$ cat config.mk
export PLATFORM = sky130hd
export DESIGN_NAME = handshake_ctrl
export DESIGN_NICKNAME = d
export VERILOG_FILES = /design/src/rtl/handshake_ctrl.sv
export SDC_FILE = /design/constraint.sdc
export NUM_CORES = 1
export LEC_CHECK = 0
export CORE_MARGIN = 5
export CORE_UTILIZATION = 40
export CTS_CLUSTER_SIZE = 20
export DETAILED_ROUTE_END_ITERATION = 6
export PLACE_DENSITY = 0.66
export SETUP_SLACK_MARGIN = 0.3
export SYNTH_ARGS = -nofsm -noshare
export SYNTH_HDL_FRONTEND = slang
export SYNTH_SLANG_ARGS = --single-unit
$ cat constraint.sdc
create_clock -name clk -period 2.7 [get_ports clk]
set_input_delay 0.27 -clock clk [delete_from_list [all_inputs] [get_ports clk]]
set_output_delay 0.27 -clock clk [all_outputs]
set_load 0.1 [all_outputs]
$ cat src/rtl/handshake_ctrl.sv
// Switch/LED handshake controller: synchronises and debounces SW8 into ready, captures the
// switch word on each debounced rise, and latches the ALU result onto the LEDs on disp.
module handshake_ctrl #(
    parameter int unsigned DATA_W          = 8,
    parameter int unsigned DEBOUNCE_CYCLES = 16
) (
    input  logic              clk,
    input  logic              nReset,
    input  logic              sw_ready_raw,
    input  logic [DATA_W-1:0] sw_data,
    input  logic              disp,
    input  logic [DATA_W-1:0] disp_data,
    output logic              ready,
    output logic [DATA_W-1:0] in_data,
    output logic              capture_pulse,
    output logic [DATA_W-1:0] leds,
    output logic [1:0]        hs_state
);

    localparam int unsigned CntW = $clog2(DEBOUNCE_CYCLES + 1);
    localparam logic [CntW-1:0] CntMax = CntW'(DEBOUNCE_CYCLES - 1);

    typedef enum logic [1:0] {
        StIdle    = 2'b00,
        StCapture = 2'b01,
        StHeld    = 2'b10,
        StRelease = 2'b11
    } hs_state_e;

    logic              rdy_meta_q, rdy_s_q;
    logic [DATA_W-1:0] dat_meta_q, dat_s_q;
    logic [CntW-1:0]   cnt_q, cnt_d;
    logic              ready_q, ready_d;
    hs_state_e         state_q, state_d;
    logic [DATA_W-1:0] in_data_q, in_data_d;
    logic              cap_q;
    logic [DATA_W-1:0] leds_q, leds_d;

    always_comb begin
        ready_d = ready_q;
        cnt_d   = cnt_q;
        if (rdy_s_q == ready_q) begin
            cnt_d = '0;
        end else if (cnt_q == CntMax) begin
            ready_d = rdy_s_q;
            cnt_d   = '0;
        end else begin
            cnt_d = cnt_q + 1'b1;
        end
    end

    // The FSM reacts to ready_d so the capture lands in the same edge that ready rises.
    always_comb begin
        state_d   = state_q;
        in_data_d = in_data_q;
        unique case (state_q)
            StIdle: begin
                if (ready_d) begin
                    state_d   = StCapture;
                    in_data_d = dat_s_q;
                end
            end
            StCapture: state_d = StHeld;
            StHeld: begin
                if (!ready_d) state_d = StRelease;
            end
            StRelease: state_d = StIdle;
            default:   state_d = StIdle;
        endcase
    end

    always_comb begin
        leds_d = leds_q;
        if (disp) leds_d = disp_data;
    end

    always_ff @(posedge clk or negedge nReset) begin
        if (!nReset) begin
            rdy_meta_q <= 1'b0;
            rdy_s_q    <= 1'b0;
            dat_meta_q <= '0;
            dat_s_q    <= '0;
            cnt_q      <= '0;
            ready_q    <= 1'b0;
            state_q    <= StIdle;
            in_data_q  <= '0;
            cap_q      <= 1'b0;
            leds_q     <= '0;
        end else begin
            rdy_meta_q <= sw_ready_raw;
            rdy_s_q    <= rdy_meta_q;
            dat_meta_q <= sw_data;
            dat_s_q    <= dat_meta_q;
            cnt_q      <= cnt_d;
            ready_q    <= ready_d;
            state_q    <= state_d;
            in_data_q  <= in_data_d;
            cap_q      <= (state_d == StCapture);
            leds_q     <= leds_d;
        end
    end

    assign ready         = ready_q;
    assign in_data       = in_data_q;
    assign capture_pulse = cap_q;
    assign leds          = leds_q;
    assign hs_state      = state_q;

endmodule

==> results of run 1 <==
[critical path: cells and delay by family (launching register included)]
family	cells	cell delay, ns
flops	1	0.40
fa+ha+maj	1	0.27
simple gates	1	0.16
mux	2	0.78
[per-layer routing]
layer / share of wire, % / vias to the layer above / wire length, um / global-route usage [%]
met3: 9.8 / 4 / 241 / 6.45
met4: 1.6 / 0 / 38 / 5.01
li1: - / 397 / - / -
met5: 0 / - / 0 / 0
met2: 51 / 31 / 1250 / 17.7
met1: 38 / 410 / 923 / 11.2
[metrics by stage]
step | power (W) | instance area, sq um
after floorplan | 0.00109 | 1510
after global placement | 0.00120 | 1900
after detailed placement | 0.00122 | 1900
after CTS | 0.00160 | 1980
after global routing | 0.00167 | 1980
final | 0.00158 | 1980
[sequential cells by signal, indices dropped and copies added (netlist names)]
register       count
capture_pulse      1
rdy_meta_q         1
ready              1
dat_s_q            8
dat_meta_q         8
rdy_s_q            1
hs_state           2
leds               8
cnt_q              5
in_data            8
[placed cells by master (no fill, tap or decap)]
| cell | netlist | final |
|---|---|---|
| sky130_fd_sc_hd__clkdlybuf4s50_1 | 0 | 18 |
| sky130_fd_sc_hd__clkbuf_1 | 1 | 1 |
| sky130_fd_sc_hd__nand2_1 | 4 | 4 |
| sky130_fd_sc_hd__o21a_1 | 1 | 1 |
| sky130_fd_sc_hd__and2_1 | 2 | 2 |
| sky130_fd_sc_hd__xor2_1 | 3 | 3 |
| sky130_fd_sc_hd__mux2i_4 | 1 | 1 |
| sky130_fd_sc_hd__nor2_1 | 3 | 3 |
| sky130_fd_sc_hd__buf_4 | 0 | 20 |
| sky130_fd_sc_hd__nand3_1 | 1 | 1 |
| sky130_fd_sc_hd__nand4b_4 | 1 | 1 |
| sky130_fd_sc_hd__clkinv_2 | 0 | 1 |
| sky130_fd_sc_hd__mux2_2 | 17 | 17 |
| sky130_fd_sc_hd__dfrtp_1 | 43 | 43 |
| sky130_fd_sc_hd__nor3b_1 | 2 | 2 |
| sky130_fd_sc_hd__buf_2 | 0 | 1 |
| sky130_fd_sc_hd__nor3_1 | 1 | 1 |
| sky130_fd_sc_hd__or3b_2 | 2 | 2 |
| sky130_fd_sc_hd__ha_1 | 4 | 4 |
| sky130_fd_sc_hd__clkinvlp_4 | 0 | 1 |
| sky130_fd_sc_hd__a31oi_1 | 1 | 1 |
| sky130_fd_sc_hd__inv_1 | 2 | 2 |
| sky130_fd_sc_hd__a21oi_1 | 1 | 1 |
| sky130_fd_sc_hd__clkbuf_8 | 0 | 5 |
| sky130_fd_sc_hd__nor4_1 | 1 | 1 |
[power by group through the flow]
stage | clock network, W | logic, W | registers, W
after floorplan | 0 | 0.000110 | 0.000979
after global placement | 0 | 0.000467 | 0.000737
after detailed placement | 0 | 0.000474 | 0.000741
after CTS | 0.000399 | 0.000476 | 0.000729
after global routing | 0.000431 | 0.000499 | 0.000736
final | 0.000384 | 0.000471 | 0.000728
[cells by family (layout without fill, tap and decap cells)]
logic type	count (synthesis)	count (layout)	synth area share (%)
flops	43	43	71.4
mux	18	18	14.2
simple gates	17	17	7.38
fa+ha+maj	4	4	3.32
compound gates	3	3	1.24
xor+xnor	3	3	1.74
buf+inv	3	49	0.747
[final cells by class]
type | instances | area [sq um]
clock inverter | 2 | 12.5
timing repair buffer | 39 | 335
multi-input combinational | 45 | 420
fill | 324 | 1680
clock buffer | 6 | 72.6
tap | 48 | 60.1
sequential | 43 | 1080
inverter | 2 | 7.51
[worst paths after layout]
kind,start,cells after the start,end
worst max-delay path,cnt_q[0],4,in_data[7]
worst min-delay path,nReset,1,leds[3]
worst max register to register,cnt_q[0],4,in_data[7]
worst min register to register,dat_meta_q[2],0,dat_s_q[2]
max in group asynchronous,nReset,1,rdy_s_q
min in group clk,dat_meta_q[2],0,dat_s_q[2]
==> summary.txt, run 1 <==
Place
  • Number of buffers added on ports: 39
  • RePlAce Congestion: ~0.70
  • Placed cells: 177
  • DP HPWL: 1870 um
  • Minimum setup slack after placement: ~0.96 ns

Synthesis
  • Mapped Avg Cell Area: about 17 sq um
  • Async set or reset register ratio after synthesis: 100%
  • Synth unique cells: 19
  • Synth area leaders: sky130_fd_sc_hd__dfrtp_1, sky130_fd_sc_hd__mux2_2, sky130_fd_sc_hd__ha_1, sky130_fd_sc_hd__xor2_1, sky130_fd_sc_hd__nand4b_4
  • Number of flops mapped to enable cells by yosys: 0
  • Combined area of all synthesized cells: approximately 1500 sq um
  • Register area share after synthesis: about 70%
  • Most area-hungry cell type in the Yosys netlist: sky130_fd_sc_hd__dfrtp_1
  • Library cell with the highest instance count after synthesis: sky130_fd_sc_hd__dfrtp_1
  • Cell types with the highest counts after synthesis: sky130_fd_sc_hd__dfrtp_1, sky130_fd_sc_hd__mux2_2, sky130_fd_sc_hd__ha_1, sky130_fd_sc_hd__nand2_1
  • Area fraction of the dominant cell type after synthesis: between 70% and 80%
  • Flip-flop cell with the highest count after synthesis: sky130_fd_sc_hd__dfrtp_1
  • Register bit total from synthesis: 43
  • Post-synthesis net count: 115
  • Gate Count Post-Synth: roughly 90
  • YS warnings: 0

Worst setup path
  • Type of the worst setup path: flip-flop to flip-flop
  • Data arrival time of the critical path: about 1.9 ns
  • Flop2flop setup slack: ~0.97 ns
  • Worst Path Required: roughly 2.9 ns
  • Crit path launch type: flip-flop
  • Critical-path top delay cell: sky130_fd_sc_hd__dfrtp_1
  • Top fanout value on the critical path: 8
  • Worst stage delay on the critical path: about 0.4 ns
  • Crit end category: flip-flop
  • Critical path cell sequence: ha_1 -> nand4b_4 -> mux2i_4 -> mux2_2

Drt
  • DR iter-0 viols: 17
  • Routed WL per cell: 13.2 um
  • Detailed-route wire length: around 2500 um
  • Ratio of routed vias to standard cells: between 4 and 5
  • Number of nets still failing antenna checks after routing: 0
  • Routed via count: around 840
  • First-pass DRT Iterations: 3
  • DRC errors left: 0

STA
  • Number of hold violations in the final report: 0
  • Headroom to the max-slew limit: between 40% and 50%
  • Transition time at the pin with the least slew margin: roughly 0.9 ns
  • Fmax achieved: 579 MHz
  • Part of the cycle the worst path needs: a little under two thirds
  • Pins over their slew limit: 0
  • Aggregate negative setup slack: 0 ns
  • RSZ-0062 raised after global routing: false
  • Clock skew: between 0.004 and 0.005 ns
  • Final hold slack: approximately 0.10 ns
  • Fin crit period: 1.73 ns
  • Final setup violation count: 0
  • PnR worst setup slack: 0.972 ns

Power and ir drop
  • Leakage power of the design: 0.972 nW
  • Cell-internal power: ~0.001 W
  • Fraction of power consumed by combinational cells: a little under 30%
  • Maximum resistive drop on vdd: 0.387 mV
  • Net Sw Power: approximately 0.00058 W
  • Part of the power in registers: between 40% and 50%
  • Net switching share of the total power: between 30% and 40%
  • Clock group share of total power: about 24%
  • Pwr dens: approximately 800 nW/um^2

Clock network
  • Root buf cell: sky130_fd_sc_hd__clkbuf_8
  • Buffers inserted during post-CTS setup optimization: 0
  • Num CTS Buffers: 5
  • Clock latency on the worst-skew pair: between 0.2 and 0.3 ns
  • Quantity of gates resized following cts: 0
  • Number of clock sinks: between 40 and 50
  • CTS tree: done
  • Hold buffers post-CTS: 0
  • H-tree level count: 2
  • Clock-pin slew on the worst setup and hold paths: ~0.080 ns
  • Buffer levels on the longest clock path: 2

GRT
  • Aggregate global-route resource usage: a little over a tenth
  • Maximum number of pins on one net before global-route repair: 44
  • Wire length of the first global-routing pass: ~4200 um
  • Initial antenna violation count: 0
  • Number of global-route vias before repair: between 900 and 1000
  • GRT overflow: 0

Floorplan
  • Row Count: 22
  • Starting density of the core: 41.2%
  • Die X-Extent: 71.4 um
  • Standard cell core area: between 3000 and 4000 sq um
  • I/O pin total: 40
  • Floorplan die area: around 5100 sq um
  • Die span in y: 71.4 um

Finish
  • Fraction of layout cells with a size suffix above 1: between 30% and 40%
  • Diodes inserted: 0
  • Layout overhead on the synthesized area: 31.6%
  • Nets@finish: between 150 and 200
  • Final non-filler cell total: 185
  • Fin util: roughly 54%

Worst hold path
  • Min-delay worst type: primary input to asynchronous set/reset pin

Status
  • Result of the run: complete, no violations

Flow run
  • # Max-Cap Violations: 0
No activity file was read; power rests on OpenSTA's default activity.
==> run 2: changes to the inputs <==
--- a/config.mk
+++ b/config.mk
@@ -9,7 +9,7 @@
 export CORE_UTILIZATION = 40
 export CTS_CLUSTER_SIZE = 20
 export DETAILED_ROUTE_END_ITERATION = 6
-export PLACE_DENSITY = 0.66
+export PLACE_DENSITY = 0.69
 export SETUP_SLACK_MARGIN = 0.3
 export SYNTH_ARGS = -nofsm -noshare
 export SYNTH_HDL_FRONTEND = slang
==> constraint.sdc (replaced) <==
create_clock -name clk -period 1.55 [get_ports clk]
set_input_delay 0.155 -clock clk [delete_from_list [all_inputs] [get_ports clk]]
set_output_delay 0.155 -clock clk [all_outputs]
set_load 0.1 [all_outputs]
==> run 2 against run 1 <==
  * The run now ends with setup timing left
  * Core utilization is 17 points higher
  * Non-clock buffer count is 20 higher
  * Global-route usage is 2.4 points higher
  * Highest routed layer unchanged
  * Sequential share of layout area is 12 points lower
  * Clock power is 130% higher
  * First-iteration DRC count is 130% higher
  * Total power is 130% higher
  * Combinational power grew to 3.0 times the previous value
==> summary.txt, run 2 (synthesized netlist as in run 1, its figures left out) <==
Worst setup path
  • Data arrival time of the critical path: roughly 1.7 ns
  • R2R cell count: 6
  • Worst stage delay on the critical path: approximately 0.50 ns
  • Type of the worst setup path: flip-flop to flip-flop
  • Critical register-to-register path startpoint: hs_state[1]
  • Crit end category: flip-flop
  • Critical path cell sequence: inv_4 -> ha_4 -> nand2_2 -> mux2i_4 -> buf_12 -> mux2_4
  • Crit path launch type: flip-flop
  • Flop2flop setup slack: -0.0003 ns
  • Top fanout value on the critical path: 8
  • Critical-path top delay cell: sky130_fd_sc_hd__dfrtp_4
  • Reg-to-reg endpoint: in_data[7]
  • Worst Path Required: roughly 1.7 ns

Place
  • Minimum setup slack after placement: -0.0395 ns
  • RePlAce Congestion: about 0.79
  • DP HPWL: about 2200 um
  • Number of buffers added on ports: 39

Finish
  • Number of fillers in the final layout: approximately 240
  • Diodes inserted: 0
  • Most frequent standard cell in the layout excluding fill and tap cells: sky130_fd_sc_hd__dfrtp_1
  • Fin util: between 70% and 80%
  • Fraction of layout cells with a size suffix above 1: between 50% and 60%
  • Nets@finish: 180
  • Layout overhead on the synthesized area: 71.9%
  • Commonest non-fill, non-tap cells in the layout: sky130_fd_sc_hd__dfrtp_1, sky130_fd_sc_hd__buf_12, sky130_fd_sc_hd__clkdlybuf4s50_1, sky130_fd_sc_hd__buf_4

Drt
  • Ratio of routed vias to standard cells: approximately 4.6
  • Detailed-route wire length: 3180 um
  • First-pass DRT Iterations: 2
  • DRC errors left: 0
  • Routed via count: 941
  • Number of nets still failing antenna checks after routing: 0
  • Routed WL per cell: ~16 um
  • DR iter-0 viols: 39

GRT
  • Number of global-route vias before repair: 1103
  • Wire length of the first global-routing pass: 5180 um
  • Initial antenna violation count: 0
  • Maximum number of pins on one net before global-route repair: 26
  • GRT overflow: 0
  • Aggregate global-route resource usage: a little over an eighth

Floorplan
  • Standard cell core area: about 3700 sq um
  • Row Count: 22
  • Starting density of the core: slightly above 40%
  • Die X-Extent: 71.4 um
  • Floorplan die area: 5100 sq um
  • I/O pin total: 40
  • Die span in y: just over 70 um

STA
  • PnR worst setup slack: -0.000282 ns
  • Number of hold violations in the final report: 0
  • Transition time at the pin with the least slew margin: roughly 0.46 ns
  • RSZ-0062 raised after global routing: true
  • Fin crit period: ~1.6 ns
  • Fmax achieved: roughly 650 MHz
  • Headroom to the max-slew limit: a little under 70%
  • Pins over their slew limit: 0
  • Clock skew: about 0.008 ns
  • Part of the cycle the worst path needs: 100%
  • Final setup violation count: 1

Worst hold path
  • Destination of the worst hold path: dat_meta_q[2]
  • Startpoint of the lowest-slack hold path: sw_data[2]
  • Hold path cells: 1
  • Min-delay worst type: primary input to flip-flop

Clock network
  • H-tree level count: 2
  • Number of clock sinks: 43
  • Num CTS Buffers: 5
  • Root buf cell: sky130_fd_sc_hd__clkbuf_8
  • Clock-pin slew on the worst setup and hold paths: approximately 0.08 ns
  • Clock latency on the worst-skew pair: between 0.2 and 0.3 ns
  • CTS tree: done
  • Buffer levels on the longest clock path: 2

Flow run
  • # Max-Cap Violations: 0

Power and ir drop
  • Pwr dens: approximately 1400 nW/um^2
  • Maximum resistive drop on vdd: roughly 1.1 mV
  • Final Total Pwr: roughly 0.0036 W
  • Leakage power of the design: around 1.2 nW

Status
  • Failing checks: setup timing
  • Result of the run: finished with violations
## run 2: worst max-delay path by stage
stage,startpoint,end,slack [ns],depth (start not counted)
after floorplan,hs_state[0],in_data[0],-0.18,5
after global placement,cnt_q[0],in_data[0],0.02,5
after detailed placement,cnt_q[0],in_data[2],-0.04,5
after CTS,hs_state[1],in_data[2],0.01,6
after global routing,hs_state[1],in_data[4],-0.05,6
final,hs_state[1],in_data[7],-0.0003,6
## run 2: where the power goes
part	total, W	switching (W)	internal, W
clock network	0.000883	0.000362	0.000521
registers	0.00132	0.0000826	0.00123
logic	0.00142	0.000768	0.000655
total	0.00362	0.00121	0.00241
## run 2: area by class of cell
| cell class | count | area [sq um] | share of cell area, % |
|---|---|---|---|
| well taps | 48 | 60.1 | 2.32 |
| inverters | 2 | 12.5 | 0.483 |
| flip-flops and latches | 43 | 1090 | 42.3 |
| repair buffers | 59 | 786 | 30.3 |
| multi-input cells | 45 | 520 | 20.1 |
| clock inverters | 2 | 35.0 | 1.35 |
| clock buffers | 6 | 82.6 | 3.19 |
## run 2: repair_timing
| item | 4_1_cts | 5_1_grt |
|---|---|---|
| setup buffers | 9 | 2 |
| gates resized for setup | 14 | 1 |
| pin swaps | 5 | 6 |
| hold buffers | 1 | 0 |
| hold endpoints to repair | 18 | 0 |
| setup endpoints to repair | 13 | 15 |
## run 2: worst max-delay path: cells and delay by family, from the launching register on
family / cells / cell delay (ns)
DFF: 1 / 0.50
adders and majority gates: 1 / 0.15
buffers and inverters: 2 / 0.25
and+or+nand+nor: 1 / 0.07
muxes: 2 / 0.47
## run 2: metal layers
layer / part of all wire [%] / wire length [um] / vias up / track usage, %
li1: - / - / 436 / -
met1: 37 / 1160 / 465 / 15.3
met2: 53 / 1690 / 36 / 20.9
met3: 9.9 / 316 / 4 / 7.15
met4: 0.44 / 14 / 0 / 5.01
met5: 0 / 0 / - / 0
## run 2: through the flow
stage / setup TNS [ns] / hold WS [ns] / std cells / area [sq um]
after global placement: 0 / 0.125 / 185 / 2310
after global routing: -0.325 / 0.284 / 205 / 2590
after CTS: 0 / 0.289 / 203 / 2570
after floorplan: -1.73 / -0.141 / 91 / 1580
final: -0.000282 / 0.297 / 205 / 2590
after detailed placement: -0.274 / 0.127 / 185 / 2310
==> run 3: changes to the inputs <==
--- a/config.mk
+++ b/config.mk
@@ -6,10 +6,10 @@
 export NUM_CORES = 1
 export LEC_CHECK = 0
 export CORE_MARGIN = 5
-export CORE_UTILIZATION = 40
+export CORE_UTILIZATION = 42
 export CTS_CLUSTER_SIZE = 20
 export DETAILED_ROUTE_END_ITERATION = 6
-export PLACE_DENSITY = 0.69
+export PLACE_DENSITY = 0.72
 export SETUP_SLACK_MARGIN = 0.3
 export SYNTH_ARGS = -nofsm -noshare
 export SYNTH_HDL_FRONTEND = slang
==> run 3 against run 2 <==
  * The flow still finishes with violations (setup timing)
  * Clock power down 41%
  * Die area shrank 4.1%
  * Non-clock buffer count down 7
  * Sequential share of layout area rose by 1.9 points
  * Clock skew is 0.0026 ns higher
  * Sequential cell count unchanged
  * Critical endpoint is now in_data[4]
  * Highest routed layer unchanged
  * Sequential power hardly changed
  * Via count shrank 1.7%
==> summary.txt, run 3 (synthesized netlist as in run 1, its figures left out) <==
Clock network
  • Clock-pin slew on the worst setup and hold paths: approximately 0.12 ns
  • H-tree level count: 2
  • Root buf cell: sky130_fd_sc_hd__clkbuf_4
  • Buffer levels on the longest clock path: 2
  • Number of clock sinks: 43
  • CTS tree: done
  • Num CTS Buffers: 5
  • Clock latency on the worst-skew pair: 0.35 ns

Worst setup path
  • Data arrival time of the critical path: around 1.8 ns
  • Critical path cell sequence: ha_4 -> nand4b_4 -> mux2i_4 -> buf_12 -> mux2_4
  • Crit end category: flip-flop
  • Reg-to-reg endpoint: in_data[4]
  • Critical Path End: in_data[4]
  • Critical register-to-register path startpoint: cnt_q[0]
  • Gate family responsible for the most delay along the worst path: multiplexers
  • Crit. Startpoint: cnt_q[0]
  • Worst Path Required: 1.79 ns
  • R2R cell count: 5
  • Flop2flop setup slack: -0.001 ns
  • Buffers plus inverters on the worst setup path: 1
  • Top fanout value on the critical path: 8
  • Type of the worst setup path: flip-flop to flip-flop
  • Critical-path top delay cell: sky130_fd_sc_hd__dfrtp_1
  • Crit path launch type: flip-flop
  • Worst path depth: 5
  • Worst stage delay on the critical path: between 0.4 and 0.5 ns

Worst hold path
  • Min-delay worst type: primary input to flip-flop

Floorplan
  • Starting density of the core: between 40% and 50%
  • Standard cell core area: around 3400 sq um
  • Die span in y: between 60 and 70 um
  • Die X-Extent: ~70 um
  • Row Count: 21
  • I/O pin total: 40
  • Floorplan die area: ~4900 sq um

Place
  • DP HPWL: around 2200 um
  • Placed instance area: approximately 2300 sq um
  • Minimum setup slack after placement: -0.0407 ns
  • Number of buffers added on ports: 39
  • RePlAce Congestion: 0.672
  • Placed cells: around 180

GRT
  • Initial antenna violation count: 0
  • Maximum number of pins on one net before global-route repair: between 40 and 50
  • Aggregate global-route resource usage: approximately an eighth
  • Wire length of the first global-routing pass: 4750 um
  • Number of global-route vias before repair: about 1000
  • GRT overflow: 0

STA
  • Number of hold violations in the final report: 0
  • Fmax achieved: around 640 MHz
  • Pins over their slew limit: 0
  • Clock skew: about 0.010 ns
  • Final setup violation count: 1
  • Part of the cycle the worst path needs: 100%
  • Aggregate negative setup slack: -0.00103 ns
  • RSZ-0062 raised after global routing: true
  • Transition time at the pin with the least slew margin: 0.369 ns
  • Fin crit period: between 1.5 and 2 ns
  • Final hold slack: between 0.2 and 0.25 ns
  • PnR worst setup slack: -0.00103 ns
  • Headroom to the max-slew limit: roughly three quarters

Power and ir drop
  • Maximum resistive drop on vdd: 0.912 mV
  • Leakage power of the design: 1.12 nW
  • Pwr dens: around 1300 nW/um^2

Drt
  • Detailed-route wire length: between 2000 and 3000 um
  • DRC errors left: 0
  • Ratio of routed vias to standard cells: roughly 4.7
  • Routed WL per cell: around 15 um
  • DR iter-0 viols: 46
  • Routed via count: a little over 900
  • Number of nets still failing antenna checks after routing: 0
  • First-pass DRT Iterations: 4

Finish
  • Nets@finish: ~170
  • Total non-filler cell area in the finished layout: 2480 sq um
  • Diodes inserted: 0
  • Number of fillers in the final layout: ~230
  • Final non-filler cell total: around 200
  • Layout overhead on the synthesized area: 64.5%
  • Commonest non-fill, non-tap cells in the layout: sky130_fd_sc_hd__dfrtp_1, sky130_fd_sc_hd__buf_12, sky130_fd_sc_hd__clkdlybuf4s50_1, sky130_fd_sc_hd__mux2_4, sky130_fd_sc_hd__dfrtp_2
  • Most frequent standard cell in the layout excluding fill and tap cells: sky130_fd_sc_hd__dfrtp_1
  • Fraction of layout cells with a size suffix above 1: a little under three fifths

Status
  • Result of the run: finished with violations
  • Failing checks: setup timing

Flow run
  • # Max-Cap Violations: 0
run 3: worst min path at each step:
stage / start / end / slack, ns / cells after the start
after CTS: sw_data[7] / dat_meta_q[7] / 0.20 / 1
after global routing: sw_data[2] / dat_meta_q[2] / 0.21 / 1
final: sw_data[7] / dat_meta_q[7] / 0.23 / 1
after global placement: nReset / capture_pulse / 0.14 / 2
after detailed placement: nReset / cnt_q[4] / 0.15 / 2
after floorplan: nReset / capture_pulse / -0.14 / 0
run 3: metal layers:
layer / GRT usage, % / vias up / wire, um
met4: 7.02 / 0 / 65
met3: 4.59 / 6 / 198
met5: 0 / - / 0
met2: 20.3 / 32 / 1520
li1: - / 423 / -
met1: 14.5 / 464 / 1190
run 3: metrics by stage:
step                utilization (%)  total power (W)
CTS                            71.8          0.00315
global route                   72.6          0.00332
finish                         72.6          0.00317
floorplan                         -          0.00199
detailed placement             67.5          0.00248
global placement               67.5          0.00244
run 3: cell type report:
cell class / instances / area, sq um / area share, %
flip-flops and latches: 43 / 1090 / 44.1
repair buffers: 52 / 726 / 29.3
multi-input cells: 45 / 536 / 21.6
well taps: 46 / 57.6 / 2.32
clock buffers: 6 / 41.3 / 1.66
clock inverters: 2 / 12.5 / 0.505
inverters: 2 / 12.5 / 0.505
run 3: repair_timing:
| item | CTS | global route |
|---|---|---|
| gates resized for setup | 13 | 3 |
| endpoints found under the hold margin | 43 | 0 |
| setup endpoints to repair | 13 | 13 |
| hold buffers | 1 | 0 |
| pin swaps | 2 | 0 |
| setup buffers | 3 | 1 |
run 3: power by group:
part | total [W] | internal, W | switching, W
combinational | 0.00134 | 0.000597 | 0.000741
sequential | 0.00132 | 0.00123 | 0.0000814
clock | 0.000519 | 0.000175 | 0.000344
total | 0.00317 | 0.00201 | 0.00117
==> patch 1 (config.mk and constraints of run 2) <==
`DATA_W`: 8 -> 12.
--- a/src/rtl/handshake_ctrl.sv
+++ b/src/rtl/handshake_ctrl.sv
@@ -3,3 +3,3 @@
 module handshake_ctrl #(
-    parameter int unsigned DATA_W          = 8,
+    parameter int unsigned DATA_W          = 12,
     parameter int unsigned DEBOUNCE_CYCLES = 16
Interface: changed (resized disp_data, in_data, leds and sw_data); port bits go from 40 to 56. The function was not compared with the original's and may differ.
==> patch 1 against run 2 <==
  * The flow still finishes with violations (negative setup slack)
  * Sequential cell count up 16
  * Routed wire length increased by 31%
  * Area after synthesis increased by 33%
  * Sequential power up 35%
  * Critical path depth did not move
  * Via count up 28%
  * Die area rose by 28%
  * First-iteration DRC count decreased by 13%
  * Cell area is 32% higher
  * Count of clock-buffer cells in the layout increased by 5
  * Power grew 29%
  * Worst setup slack lost 54 ps
  * Highest routed layer unchanged
==> patch 1: results <==
{
  "synth_compound_area_frac": 0.00938,
  "dpl.cell_count": 246,
  "combPwrFrac": 0.332,
  "grt.total_usage": 0.142,
  "arrival_ps": 1810,
  "worst_slack_ps": -54.3,
  "ys_top_cells_by_count": "59 x dfrtp_1, 25 x mux2_2, 4 x ha_1, 4 x nand2_1",
  "route.met2.wl_um": 2320,
  "place_congestion": 0.746,
  "clock_area_frac": 0.0569,
  "nets": 229,
  "num-fill-cells": 309,
  "nClkBuffers": 11,
  "via_per_inst": 4.47,
  "tightest_slew_ps": 301,
  "ys_top_cells_by_area": "dfrtp_1 74%, mux2_2 14%, ha_1 2.5%",
  "use_met1": 0.118,
  "root_buffer": "clkbuf_8",
  "wl_per_cell_um": 15.5,
  "crit_fanout": 10,
  "violations": "negative setup slack",
  "m1WireLength_um": 1360,
  "dr_wl_met3_um": 394,
  "grt_util_met2": 0.253,
  "dr.pass1.iters": 4,
  "hpwlAfterDp_um": 3010,
  "synth_fa_ha_area_frac": 0.0250,
  "p_sw_w": 0.00151,
  "io_buffers": 55,
  "setup-tns-final_ps": -564,
  "layout.nonclk_buf_frac": 0.295,
  "wirelength_um": 4160,
  "grt_pass1_wl_um": 6540,
  "syn-num-nets": 148,
  "clk_latency_ps": 340,
  "h-tree-depth": 3,
  "p_leak_nw": 1.55,
  "synth-xor-area-share": 0.0131,
  "synthCells": 116,
  "drive_gt1_frac": 0.564,
  "grtUsageMet3": 0.0942,
  "status": "finished with violations",
  "nMultiInputCombCells": 53,
  "grt_pass1_vias": 1443,
  "buffers": 72,
  "ys_seq_elements": 59,
  "synth_mux_area_frac": 0.148,
  "multi_input_area_um2": 628,
  "ir_drop_v": 0.00103,
  "pg_clk_w": 0.00134,
  "finalSetupViolCount": 12,
  "drtIter0Drc": 34,
  "seq_share": 0.437,
  "cts_resized": 11,
  "cts_buffers": 9,
  "synth_seq_area_share": 0.738,
  "synthDistinctLibCells": 20,
  "grt_max_degree": 60,
  "cts_setup_buffers": 4,
  "fin_worst_skew_ps": 12.4
}
-- patch 1: through the flow --
stage	instance area (µm²)	total power (W)	setup WS (ps)
after floorplan	2090	0.00253	-169
after detailed placement	3090	0.00312	-72.3
after CTS	3380	0.00459	-42.4
after global routing	3430	0.00487	-109
after global placement	3090	0.00308	-14.8
final	3430	0.00467	-54.3
-- patch 1: path summary, 6_finish.rpt --
path,start,to,slack (ps),depth (start not counted)
max,hs_state[0]$_DFF_PN0_,in_data[8]$_DFFE_PN0P_,-50,6
min,sw_ready_raw,rdy_meta_q$_DFF_PN0_,250,1
max reg2reg,hs_state[0]$_DFF_PN0_,in_data[8]$_DFFE_PN0P_,-50,6
min reg2reg,dat_meta_q[2]$_DFF_PN0_,dat_s_q[2]$_DFF_PN0_,340,0
max in group asynchronous,nReset,leds[0]$_DFFE_PN0P_,920,3
min in group asynchronous,nReset,rdy_meta_q$_DFF_PN0_,350,3
==> patch 2 (config.mk and constraints of run 2) <==
Made on the original files. Register the output `leds` once more, with the module's reset; this adds one clock of latency there. The other outputs are not delayed to match.
--- a/src/rtl/handshake_ctrl.sv
+++ b/src/rtl/handshake_ctrl.sv
@@ -105,3 +105,9 @@
     assign capture_pulse = cap_q;
-    assign leds          = leds_q;
+    always_ff @(posedge clk or negedge nReset) begin
+        if (!nReset) begin
+            leds <= '0;
+        end else begin
+            leds <= leds_q;
+        end
+    end
     assign hs_state      = state_q;
Behaviour: not the same (Yosys sat finds a counterexample within 4 cycles, from zero or initial values and one cycle with nReset low).
==> patch 2 against run 2 <==
  * Power increased by 1.1%
  * Cell area increased by 5.3%
  * Routed wire length decreased by 0.22%
  * Non-clock buffer count decreased by 5
  * Clock skew decreased by 1.7 ps
  * Critical path depth decreased by 1
  * Sequential share of layout area increased by 4.8 points
  * Die area increased by 11%
  * Sequential cell count increased by 8
  * Worst setup slack improved by 6.5 ps
  * Area after synthesis increased by 13%
  * Worst hold slack got worse by 12 ps
  * Critical path type unchanged
  * Largest power group is now registers
  * Highest routed layer unchanged
==> patch 2: results <==
{
  "worst_slack_ps": 6.18,
  "io_buffers": 39,
  "cts.clk_slew.worst_paths_ps": 90,
  "grt_max_degree": 24,
  "m1WireLength_um": 1170,
  "grt_pass1_vias": 1129,
  "tightest_slew_ps": 468,
  "p_leak_nw": 1.25,
  "synthArstFlopShare": 1.00,
  "grt.total_usage": 0.127,
  "synth_seq_area_share": 0.747,
  "route.met2.wl_um": 1650,
  "place_ws_ps": -42.0,
  "ys_top_cells_by_count": "51 x dfrtp_1, 17 x mux2_2, 4 x ha_1, 4 x nand2_1",
  "hp-class": "primary input to flip-flop",
  "diodes": 0,
  "num_vias": 980,
  "synth_top_area_frac": 0.747,
  "dr.pass1.iters": 2,
  "highest_layer": "met4",
  "ys_top_cells_by_area": "dfrtp_1 75%, mux2_2 11%, ha_1 2.9%",
  "ys_warn_count": 0,
  "arrival_ps": 1730,
  "h-tree-depth": 2,
  "fin_worst_skew_ps": 6.22,
  "hpwlAfterDp_um": 2300,
  "wirelength_um": 3180,
  "cts_buffers": 5,
  "grt_pass1_wl_um": 5200,
  "area_growth_pct": 59.8,
  "ir_drop_v": 0.000804,
  "crit_fanout": 8,
  "clk_latency_ps": 300,
  "crit_slowest_cell": "dfrtp_1",
  "slowest_delay_ps": 430,
  "nets": 183,
  "drtIter0Drc": 40,
  "num-fill-cells": 259,
  "drive_gt1_frac": 0.481,
  "place_congestion": 0.667,
  "root_buffer": "clkbuf_8",
  "clk_path_buf_depth": 2,
  "synthDistinctLibCells": 19,
  "antenna_found_initial": 0,
  "syn-num-nets": 123,
  "dr_wl_met3_um": 346,
  "status": "finished, final reports clean"
}
==> patch 2: repair_timing <==
item	4_1_cts	5_1_grt
hold buffers	1	0
hold endpoints to repair	19	0
endpoints found under the setup margin	13	13
buffers inserted	3	2
pin swaps	5	4
resized for setup	14	2
gates cloned	0	0
==> patch 2: power breakdown <==
| group | internal [W] | switching, W | total (W) |
|---|---|---|---|
| clock network | 0.000366 | 0.000407 | 0.000773 |
| registers | 0.00146 | 0.0000908 | 0.00155 |
| logic | 0.000598 | 0.000740 | 0.00134 |
==> patch 2: final timing paths <==
kind	to	cells after the start	start	slack, ps
max in group asynchronous	hs_state[0]$_DFF_PN0_	3	nReset	670
min in group asynchronous	leds[7]$_DFF_PN0_	2	nReset	340
min	dat_meta_q[6]$_DFF_PN0_	1	sw_data[6]	290
max	in_data[5]$_DFFE_PN0P_	5	cnt_q[0]$_DFF_PN0_	6
min reg2reg	dat_s_q[6]$_DFF_PN0_	0	dat_meta_q[6]$_DFF_PN0_	350
max reg2reg	in_data[5]$_DFFE_PN0P_	5	cnt_q[0]$_DFF_PN0_	6
==> patch 2: layer usage <==
layer / global-route usage / vias up
met2: 0.210 / 37
met4: 0.0602 / 0
li1: - / 448
met1: 0.134 / 493
met3: 0.0660 / 2
met5: 0 / -
==> patch 2: worst max-delay path: cells and delay by family (launching register included) <==
kind,cells,cell delay (ps)
muxes,2,550
DFF,1,430
adders and majority gates,1,190
and+or+nand+nor,1,110
buffers and inverters,1,160
==> patch 2: cell families after synthesis <==
logic type / share of synthesized area
AO/OA/AOI/OAI: 0.0110
adder cells (fa/ha/maj): 0.0293
buffers and inverters: 0.00659
multiplexers: 0.125
XOR/XNOR: 0.0154
flip-flops: 0.747
AND/OR/NAND/NOR: 0.0652
==> patch 2: cell type report <==
class                      instances  area share
timing repair buffer              54       0.273
tap                               50      0.0229
inverter                           2     0.00459
clock inverter                     1     0.00321
multi-input combinational         45       0.194
clock buffer                       7      0.0316
sequential                        51       0.471
==> patch 2: per-stage QoR <==
stage | TNS [ps] | hold WS (ps) | utilization | instance area [µm²] | cells
floorplan | -1730 | -141 | - | 1770 | 99
global placement | 0 | 126 | 0.619 | 2510 | 196
detailed placement | -260 | 141 | 0.619 | 2510 | 196
CTS | 0 | 277 | 0.667 | 2710 | 208
global route | -253 | 278 | 0.673 | 2730 | 210
finish | 0 | 286 | 0.673 | 2730 | 210
